`src/rtl/l2_port_arbiter.sv`:
```
// Round-robin arbiter sharing one L2 request port between two L1 requesters.
// One block transaction is in flight at a time; the response goes to the granted port only.
module l2_port_arbiter #(
   parameter int ADDR_WIDTH    = 11,
   parameter int DATA_WIDTH    = 8,
   parameter int L1_BLOCK_SIZE = 16,
   parameter int BW            = L1_BLOCK_SIZE * DATA_WIDTH
) (
   input  logic                  clk,
   input  logic                  rst_n,

   input  logic [ADDR_WIDTH-1:0] req0_addr,
   input  logic                  req0_read,
   input  logic                  req0_write,
   input  logic [BW-1:0]         req0_wdata,
   output logic [BW-1:0]         req0_rdata,
   output logic                  req0_ready,
   output logic                  req0_hit,

   input  logic [ADDR_WIDTH-1:0] req1_addr,
   input  logic                  req1_read,
   input  logic                  req1_write,
   input  logic [BW-1:0]         req1_wdata,
   output logic [BW-1:0]         req1_rdata,
   output logic                  req1_ready,
   output logic                  req1_hit,

   output logic [ADDR_WIDTH-1:0] l2_addr,
   output logic                  l2_read,
   output logic                  l2_write,
   output logic [BW-1:0]         l2_wdata,
   input  logic [BW-1:0]         l2_rdata,
   input  logic                  l2_ready,
   input  logic                  l2_hit,

   output logic                  grant,
   output logic                  busy
);

   typedef enum logic [1:0] {
      IDLE  = 2'd0,
      ISSUE = 2'd1,
      RESP  = 2'd2
   } state_t;

   state_t state;
   logic   last_grant;
   logic   mask_v;
   logic   mask_port;

   logic                  want0;
   logic                  want1;
   logic                  win;
   logic                  win_port;
   logic [ADDR_WIDTH-1:0] sel_addr;
   logic                  sel_write;
   logic [BW-1:0]         sel_wdata;

   // The port just served is excluded for one IDLE cycle after its RESP.
   always_comb begin
      want0 = (req0_read | req0_write)
            & ~(mask_v & ~mask_port);
      want1 = (req1_read | req1_write)
            & ~(mask_v & mask_port);
      win   = want0 | want1;
      if (want0 & want1) begin
         win_port = ~last_grant;
      end else begin
         win_port = want1;
      end
   end

   // Write takes precedence when a port raises both read and write.
   always_comb begin
      if (win_port) begin
         sel_addr  = req1_addr;
         sel_write = req1_write;
         sel_wdata = req1_wdata;
      end else begin
         sel_addr  = req0_addr;
         sel_write = req0_write;
         sel_wdata = req0_wdata;
      end
   end

   always_ff @(posedge clk or posedge rst_n) begin
      if (rst_n) begin
         state      <= IDLE;
         last_grant <= 1'b1;
         mask_v     <= 1'b0;
         mask_port  <= 1'b0;
         l2_addr    <= '0;
         l2_read    <= 1'b0;
         l2_write   <= 1'b0;
         l2_wdata   <= '0;
         req0_rdata <= '0;
         req1_rdata <= '0;
         req0_hit   <= 1'b0;
         req1_hit   <= 1'b0;
         req0_ready <= 1'b0;
         req1_ready <= 1'b0;
         grant      <= 1'b0;
         busy       <= 1'b0;
      end else begin
         unique case (state)
            IDLE: begin
               mask_v <= 1'b0;
               if (win) begin
                  l2_addr    <= sel_addr;
                  l2_write   <= sel_write;
                  l2_read    <= ~sel_write;
                  l2_wdata   <= sel_wdata;
                  grant      <= win_port;
                  last_grant <= win_port;
                  busy       <= 1'b1;
                  state      <= ISSUE;
               end
            end
            ISSUE: begin
               if (l2_ready) begin
                  if (grant) begin
                     if (l2_read) begin
                        req1_rdata <= l2_rdata;
                     end
                     req1_hit   <= l2_hit;
                     req1_ready <= 1'b1;
                  end else begin
                     if (l2_read) begin
                        req0_rdata <= l2_rdata;
                     end
                     req0_hit   <= l2_hit;
                     req0_ready <= 1'b1;
                  end
                  l2_read  <= 1'b0;
                  l2_write <= 1'b0;
                  state    <= RESP;
               end
            end
            RESP: begin
               req0_ready <= 1'b0;
               req1_ready <= 1'b0;
               busy       <= 1'b0;
               mask_v     <= 1'b1;
               mask_port  <= grant;
               state      <= IDLE;
            end
            default: begin
               state <= IDLE;
            end
         endcase
      end
   end

endmodule

```
`config.mk`:
```
export PLATFORM = sky130hd
export DESIGN_NAME = l2_port_arbiter
export DESIGN_NICKNAME = d
export VERILOG_FILES = /design/src/rtl/l2_port_arbiter.sv
export SDC_FILE = /design/constraint.sdc
export NUM_CORES = 1
export LEC_CHECK = 0
export ABC_AREA = 1
export CELL_PAD_IN_SITES_DETAIL_PLACEMENT = 1
export CELL_PAD_IN_SITES_GLOBAL_PLACEMENT = 2
export CORE_AREA = 10 10 313 315
export DETAILED_ROUTE_END_ITERATION = 16
export DIE_AREA = 0 0 323 325
export PLACE_DENSITY_LB_ADDON = 0.1
export REMOVE_ABC_BUFFERS = 1
export SLEW_MARGIN = 15
export SYNTH_ARGS = -nofsm -noshare
export SYNTH_HDL_FRONTEND = slang
export SYNTH_SLANG_ARGS = --single-unit
```
`constraint.sdc`:
```
create_clock -name clk -period 15.3 [get_ports clk]
set_clock_uncertainty 0.05 [all_clocks]
set_input_delay 2.295 -clock clk [delete_from_list [all_inputs] [get_ports clk]]
set_output_delay 2.295 -clock clk [all_outputs]
set_load 0.02 [all_outputs]
```
Yosys cells after proc, flatten, opt, wreduce, memory -nomap -nowiden
Cells that the tools add are included. Widths: inputs -> output; s select.

Memories kept: 0. Output and inout bits: 403. Bits of input ports: 414. Bits in read-only memories: 0. RAM bits: 0. Register bits: 408. Bits in latches: 0. Logic and storage cells: 71.

Bitwise logic cells: 14. Shift operators: 0. Reductions and logical operators: 14. Div/mod/pow operators: 0. $lt $le $gt $ge: 0. Mux-type cells: 21. Add/subtract/negate cells: 0. $mul: 0. Eq/ne operators: 6.

Operators with widths (count): $mux 128 (1); $reduce_and 3->1 (5); $pmux 1 s2 (6); $mux 11 (1); $mux 1 (10); $ne 2x2->1 const B (4); $reduce_and 4->1 (2); $not 1->1 (6); $reduce_and 2->1 (3); $reduce_bool 2->1 (3); $and 1x1->1 (5); $mux 2 (2); $pmux 2 s2 (1); $or 1x1->1 (3); $eq 2x1->1 const B (1); $eq 2x2->1 const B (1); $logic_not 2->1 (1).

Depth between registers and ports, before layout
Depth in word-level cells: 10. Gate-level depth with buffers: 9.

Worst setup path before layout
Ideal clock, no wire load.

Path kind: input-to-reg. Start point: input port req1_write. End point: register l2_wdata[10]. Arrival: 3163 ps. Buffers on the path: 2. Setup slack: 12011 ps. Cell stages on the path: 7. Setup time: 76 ps. Cell sequence: o21ai_1 nand2_1 nand2_2 buf_6 buf_2 nand2_1 o21ai_1.

Cells in the longest elaborated chain, start to end: 5. Elaborated cells on any way between the ends: 7. Those cells by class: 2 x mux; 4 x bitwise; 1 x reduce/logical.

RTL lines: start: declaration (line 22) `input logic req1_write,`; $or 1x1->1 * (line 63) `want1 = (req1_read | req1_write)`; $and 1x1->1 * (line 64) `& ~(mask_v & mask_port);`; $and 1x1->1 (line 66) `if (want0 & want1) begin`; $mux 1 (line 66); $mux 128 (line 75) `if (win_port) begin`; end signal: assignment (line 112) `l2_wdata <= sel_wdata;`; end: declaration (line 31) `output logic [BW-1:0] l2_wdata,`.

Every way passes the cells marked *; elsewhere a longest branch is shown, timed or not. A chain may end at the register's enable or synchronous reset.

Worst setup path in the final report
Start point: input port req0_write. End point: register l2_wdata[71].

Cells in the longest elaborated chain, start to end: 5. Elaborated cells on any way between the ends: 7. Those cells by class: 2 x mux; 4 x bitwise; 1 x reduce/logical.

RTL lines: start: declaration (line 14) `input logic req0_write,`; $or 1x1->1 * (line 61) `want0 = (req0_read | req0_write)`; $and 1x1->1 * (line 62) `& ~(mask_v & ~mask_port);`; $and 1x1->1 (line 66); $mux 1 (line 66); $mux 128 (line 75).

Marks and branches as above.

==> results by stage <==
Detailed routing:
- The final route contains 17910 vias.
- The average detailed-routed wire length per instance is 23.39 um.
- After detailed routing, the total wire length is 98120 um.
- The antenna violation net count after detailed routing is 0.
- In the routed design, unresolved DRC markers number 0.
- Using the TritonRoute via totals, the vias-per-cell ratio works out to 4.270.
- The first TritonRoute pass finished after 4 iterations.
- The first routing iteration left 882 violations.

Clocking:
- For the worst-skew pair, the clock arrives at the later sink with an insertion delay of 600 ps.
- For this design, the sink count on the clock tree is 408.
- In this run, post-CTS hold repair placed 0 buffers.
- The clock root buffer master is sky130_fd_sc_hd__clkbuf_16.
- Buffers added to address setup during post-CTS repair amount to 0.
- The clock tree from TritonCTS is done.
- The H-tree was split into 2 levels.
- No sink is reached through more buffers than the 3 on the longest clock path.
- The clock edge transition at the registers on the reported setup and hold paths is 60 ps.
- The number of gates resized after CTS was 0.
- The total CTS buffers is 53.

Setup path:
- In this run the worst setup path terminates at l2_wdata[71].
- The critical path crosses 10 cells after its start point.
- The cell with the most instances on the worst path is sky130_fd_sc_hd__nand2_1.
- On the critical path, the stage with the largest delay is an instance of sky130_fd_sc_hd__buf_4.
- The kind of cell with the highest combined delay along the critical path is buffers and inverters.
- For this run, the slowest stage of the critical path takes 960 ps.
- The capturing element type of the critical path is a register.
- The kind of critical path is input pin to register.
- The number of cells on the worst reg-to-reg path is 7.
- STA classifies the critical path startpoint as an input pin.
- The critical path goes through clkdlybuf4s50_1 -> inv_1 -> nand2_1 -> nand3_1 -> nand2_8 -> buf_4 -> buf_4 -> nand2_1 -> nand2_1 -> o21ai_1.
- The number of buffers and inverters on the critical path is 4.
- The launch point of the critical path is req0_write.
- Along the worst path, the maximum fanout reaches 100.
- Data on the critical path is required at its endpoint by 15740 ps.
- The startpoint identified for the worst register-to-register timing path is last_grant.
- Across all register-to-register paths, the minimum setup slack is 11660 ps.
- For the worst setup path, the data arrival time is 5810 ps.
- In this run the critical register-to-register path is captured at l2_wdata[71].

Timing:
- The count of endpoints failing hold in the final timing report is 0.
- After layout, the minimum clock period comes to 5367 ps.
- The final setup TNS is 0 ps.
- For the pin with the worst max-slew slack, the measured transition is 1141 ps.
- The tightest slew margin relative to the limit is 23.91%.
- Setup repair after global routing left no endpoint under its margin.
- For this run, the top clock speed supported by timing is 186.3 MHz.
- In the finished design, the share of the clock period the worst path needs comes to 35.08%.
- The number of pins with negative max-slew slack in the final report is 0.
- The final setup slack of the worst path is 9933 ps.
- The setup violation total in the final timing report is 0.

GRT:
- The overall overflow remaining after global route is 0.
- Global routing consumed, on the met3 layer, 7.971% of the routing resources.
- Global routing used 19.70% of the available met1 tracks.
- In the global route stage, overall resource usage came out at 18.05%.
- The number of global-route vias before repair was 19320.
- The number of antenna violations at the first check in global routing is 26.
- The most used routing layer in global routing is met2.
- Global routing used 31.68% of the available met2 tracks.
- Entering global routing, the biggest net connects 101 pins.
- The first global-routing pass estimated 141200 um of wire.

Floorplan:
- Once the floorplan was initialized, standard cells occupied 19.44% of the core.
- The number of ports placed on the die boundary is 817.
- In this run the horizontal extent of the chip is 323 um.
- The die area is 0.1050 sq mm.
- The placeable core region is 0.09139 sq mm.
- The row count is 111.
- The die span in y is 325 um.

Pwr:
- The relative contribution of sequential cells to total power is 29.3%.
- The internal portion of the total power is 3659 uW.
- For this design the static power due to leakage is 0.01323 uW.
- The switching power of the nets is 2858 uW.
- The clock network accounts for 19.4% of the total power.
- The maximum ir drop on the vdd rail is 0.0001057 V.
- The fraction of power spent switching nets is 43.86%.
- The part of the power in combinational logic is 51.3%.
- Power spread over the standard cell area amounts to 227.8 mW/mm^2.
- The overall power of the completed layout is 6517 uW.

Finish:
- The fraction of final layout cells sized beyond drive strength 1 is 3.897%.
- After routing the design area is 0.02860 sq mm.
- The net total in the final layout is 3374.
- The area growth from synthesis to layout is 61.00%.
- The post-route non-filler standard cell count is 4195.

Placed design:
- The placed instances occupy a cell area of 0.02683 sq mm.
- The post-DP HPWL is 72370 um.
- Routability-driven placement finished with a final weighted congestion of 0.7973.
- The number of input and output port buffers inserted is 816.
- The total instance count after detailed placement is 4091.
- Before CTS, the worst setup slack after placement is 9281 ps.

Yosys:
- The most used flip-flop cell after synthesis is sky130_fd_sc_hd__dfrtp_1.
- In this run, distinct cell masters in the synthesized netlist total 20.
- The synthesized netlist occupies a cell area of 0.01777 sq mm.
- The number of synthesized flops with an enable pin is 0.
- The number of warning messages in the yosys log is 0.
- The synthesized area per cell is 8.021 sq um.
- Yosys attributes the largest share of cell area to sky130_fd_sc_hd__dfrtp_1 57%, sky130_fd_sc_hd__nand2_1 20%, sky130_fd_sc_hd__o21ai_0 8.5%, sky130_fd_sc_hd__inv_1 3.1%, sky130_fd_sc_hd__nor2_1 3.1%.
- The most area-hungry cell type in the Yosys netlist is sky130_fd_sc_hd__dfrtp_1.
- After technology mapping, the gate count stands at 2215.
- The most frequent cell after synthesis is sky130_fd_sc_hd__nand2_1.
- In this run the biggest area consumer among cell types represents 57.32% of the synthesized area.
- Of all flip-flops after synthesis, the portion carrying an async set or reset was 100.0%.
- Sequential cells were found to cover 57.47% of the synthesized design area.
- The post-synthesis register bit count is 408.
- By count the netlist is led by 948 x sky130_fd_sc_hd__nand2_1, 407 x sky130_fd_sc_hd__dfrtp_1, 300 x sky130_fd_sc_hd__o21ai_0.

Flow run:
- Across the run, the number of max-cap violations was 0.

Status:
- The run finished with clean final reports.

Worst hold path:
- The min-delay analysis places its worst path in the category register to register.
routing by layer:
layer / routed length, um / part of all wire (%)
met1: 37250 / 38
met2: 48690 / 50
met3: 9852 / 10
met4: 2053 / 2.1
met5: 274 / 0.28
kinds of logic after synthesis:
logic type	share of synthesized area, %
simple gates	23.46
flops	57.47
compound gates	11.51
buf+inv	7.556
cell type report:
class	count	area [sq um]
Antenna cell	7	17.52
Sequential cell	408	10210
Fill cell	10650	62780
Timing Repair Buffer	834	8303
Clock buffer	85	1657
Clock inverter	12	96.34
Tap cell	1186	1484
Inverter	153	589.3
Multi-Input combinational cell	1510	6247
sequential cells by signal, indices dropped and copies added, names as in the netlist:
signal,count
mask_v,1
l2_write,1
req1_rdata,128
req1_hit,1
grant,1
busy,1
mask_port,1
l2_wdata,128
req0_rdata,128
l2_addr,11
l2_read,1
state,2
last_grant,1
req1_ready,1
req0_hit,1
req0_ready,1
placed cells by master (no fill, tap or decap), drive strengths merged:
cell type | synthesis | routed
dfrtp | 407 | 407
diode | 0 | 7
a21oi | 3 | 3
bufinv | 0 | 1
dfstp | 1 | 1
clkinv | 0 | 9
clkdlybuf4s50 | 0 | 816
buf | 82 | 18
inv | 153 | 155
clkbuf | 62 | 85
nand3 | 5 | 5
o31ai | 1 | 1
nand2 | 951 | 951
o21ai | 402 | 402
nor2 | 148 | 148
per-stage QoR:
stage          hold slack (ps)  util, %
2_1_floorplan            398.2        -
5_1_grt                  437.8    31.29
6_report                 424.7    31.30
4_1_cts                  422.0    31.28
3_5_place_dp             415.1    29.36
3_3_place_gp             414.1    29.36
power by group through the flow:
stage	logic (uW)	clock network (uW)	registers (uW)
after detailed placement	3440	0	1930
after global placement	3400	0	1910
after CTS	3450	1320	1920
final	3340	1270	1910
after floorplan	958	0	2510
after global routing	3650	1370	1980
how the worst min path moves through the flow:
stage	startpoint	end	slack [ps]	cells past startpoint
2_1_floorplan	last_grant	last_grant	400	2
3_3_place_gp	state[1]	state[0]	410	1
3_5_place_dp	state[1]	state[0]	420	1
4_1_cts	state[1]	state[0]	420	1
5_1_grt	state[1]	state[0]	440	1
6_report	state[1]	state[0]	420	1
Power figures use the tool's default switching activity.
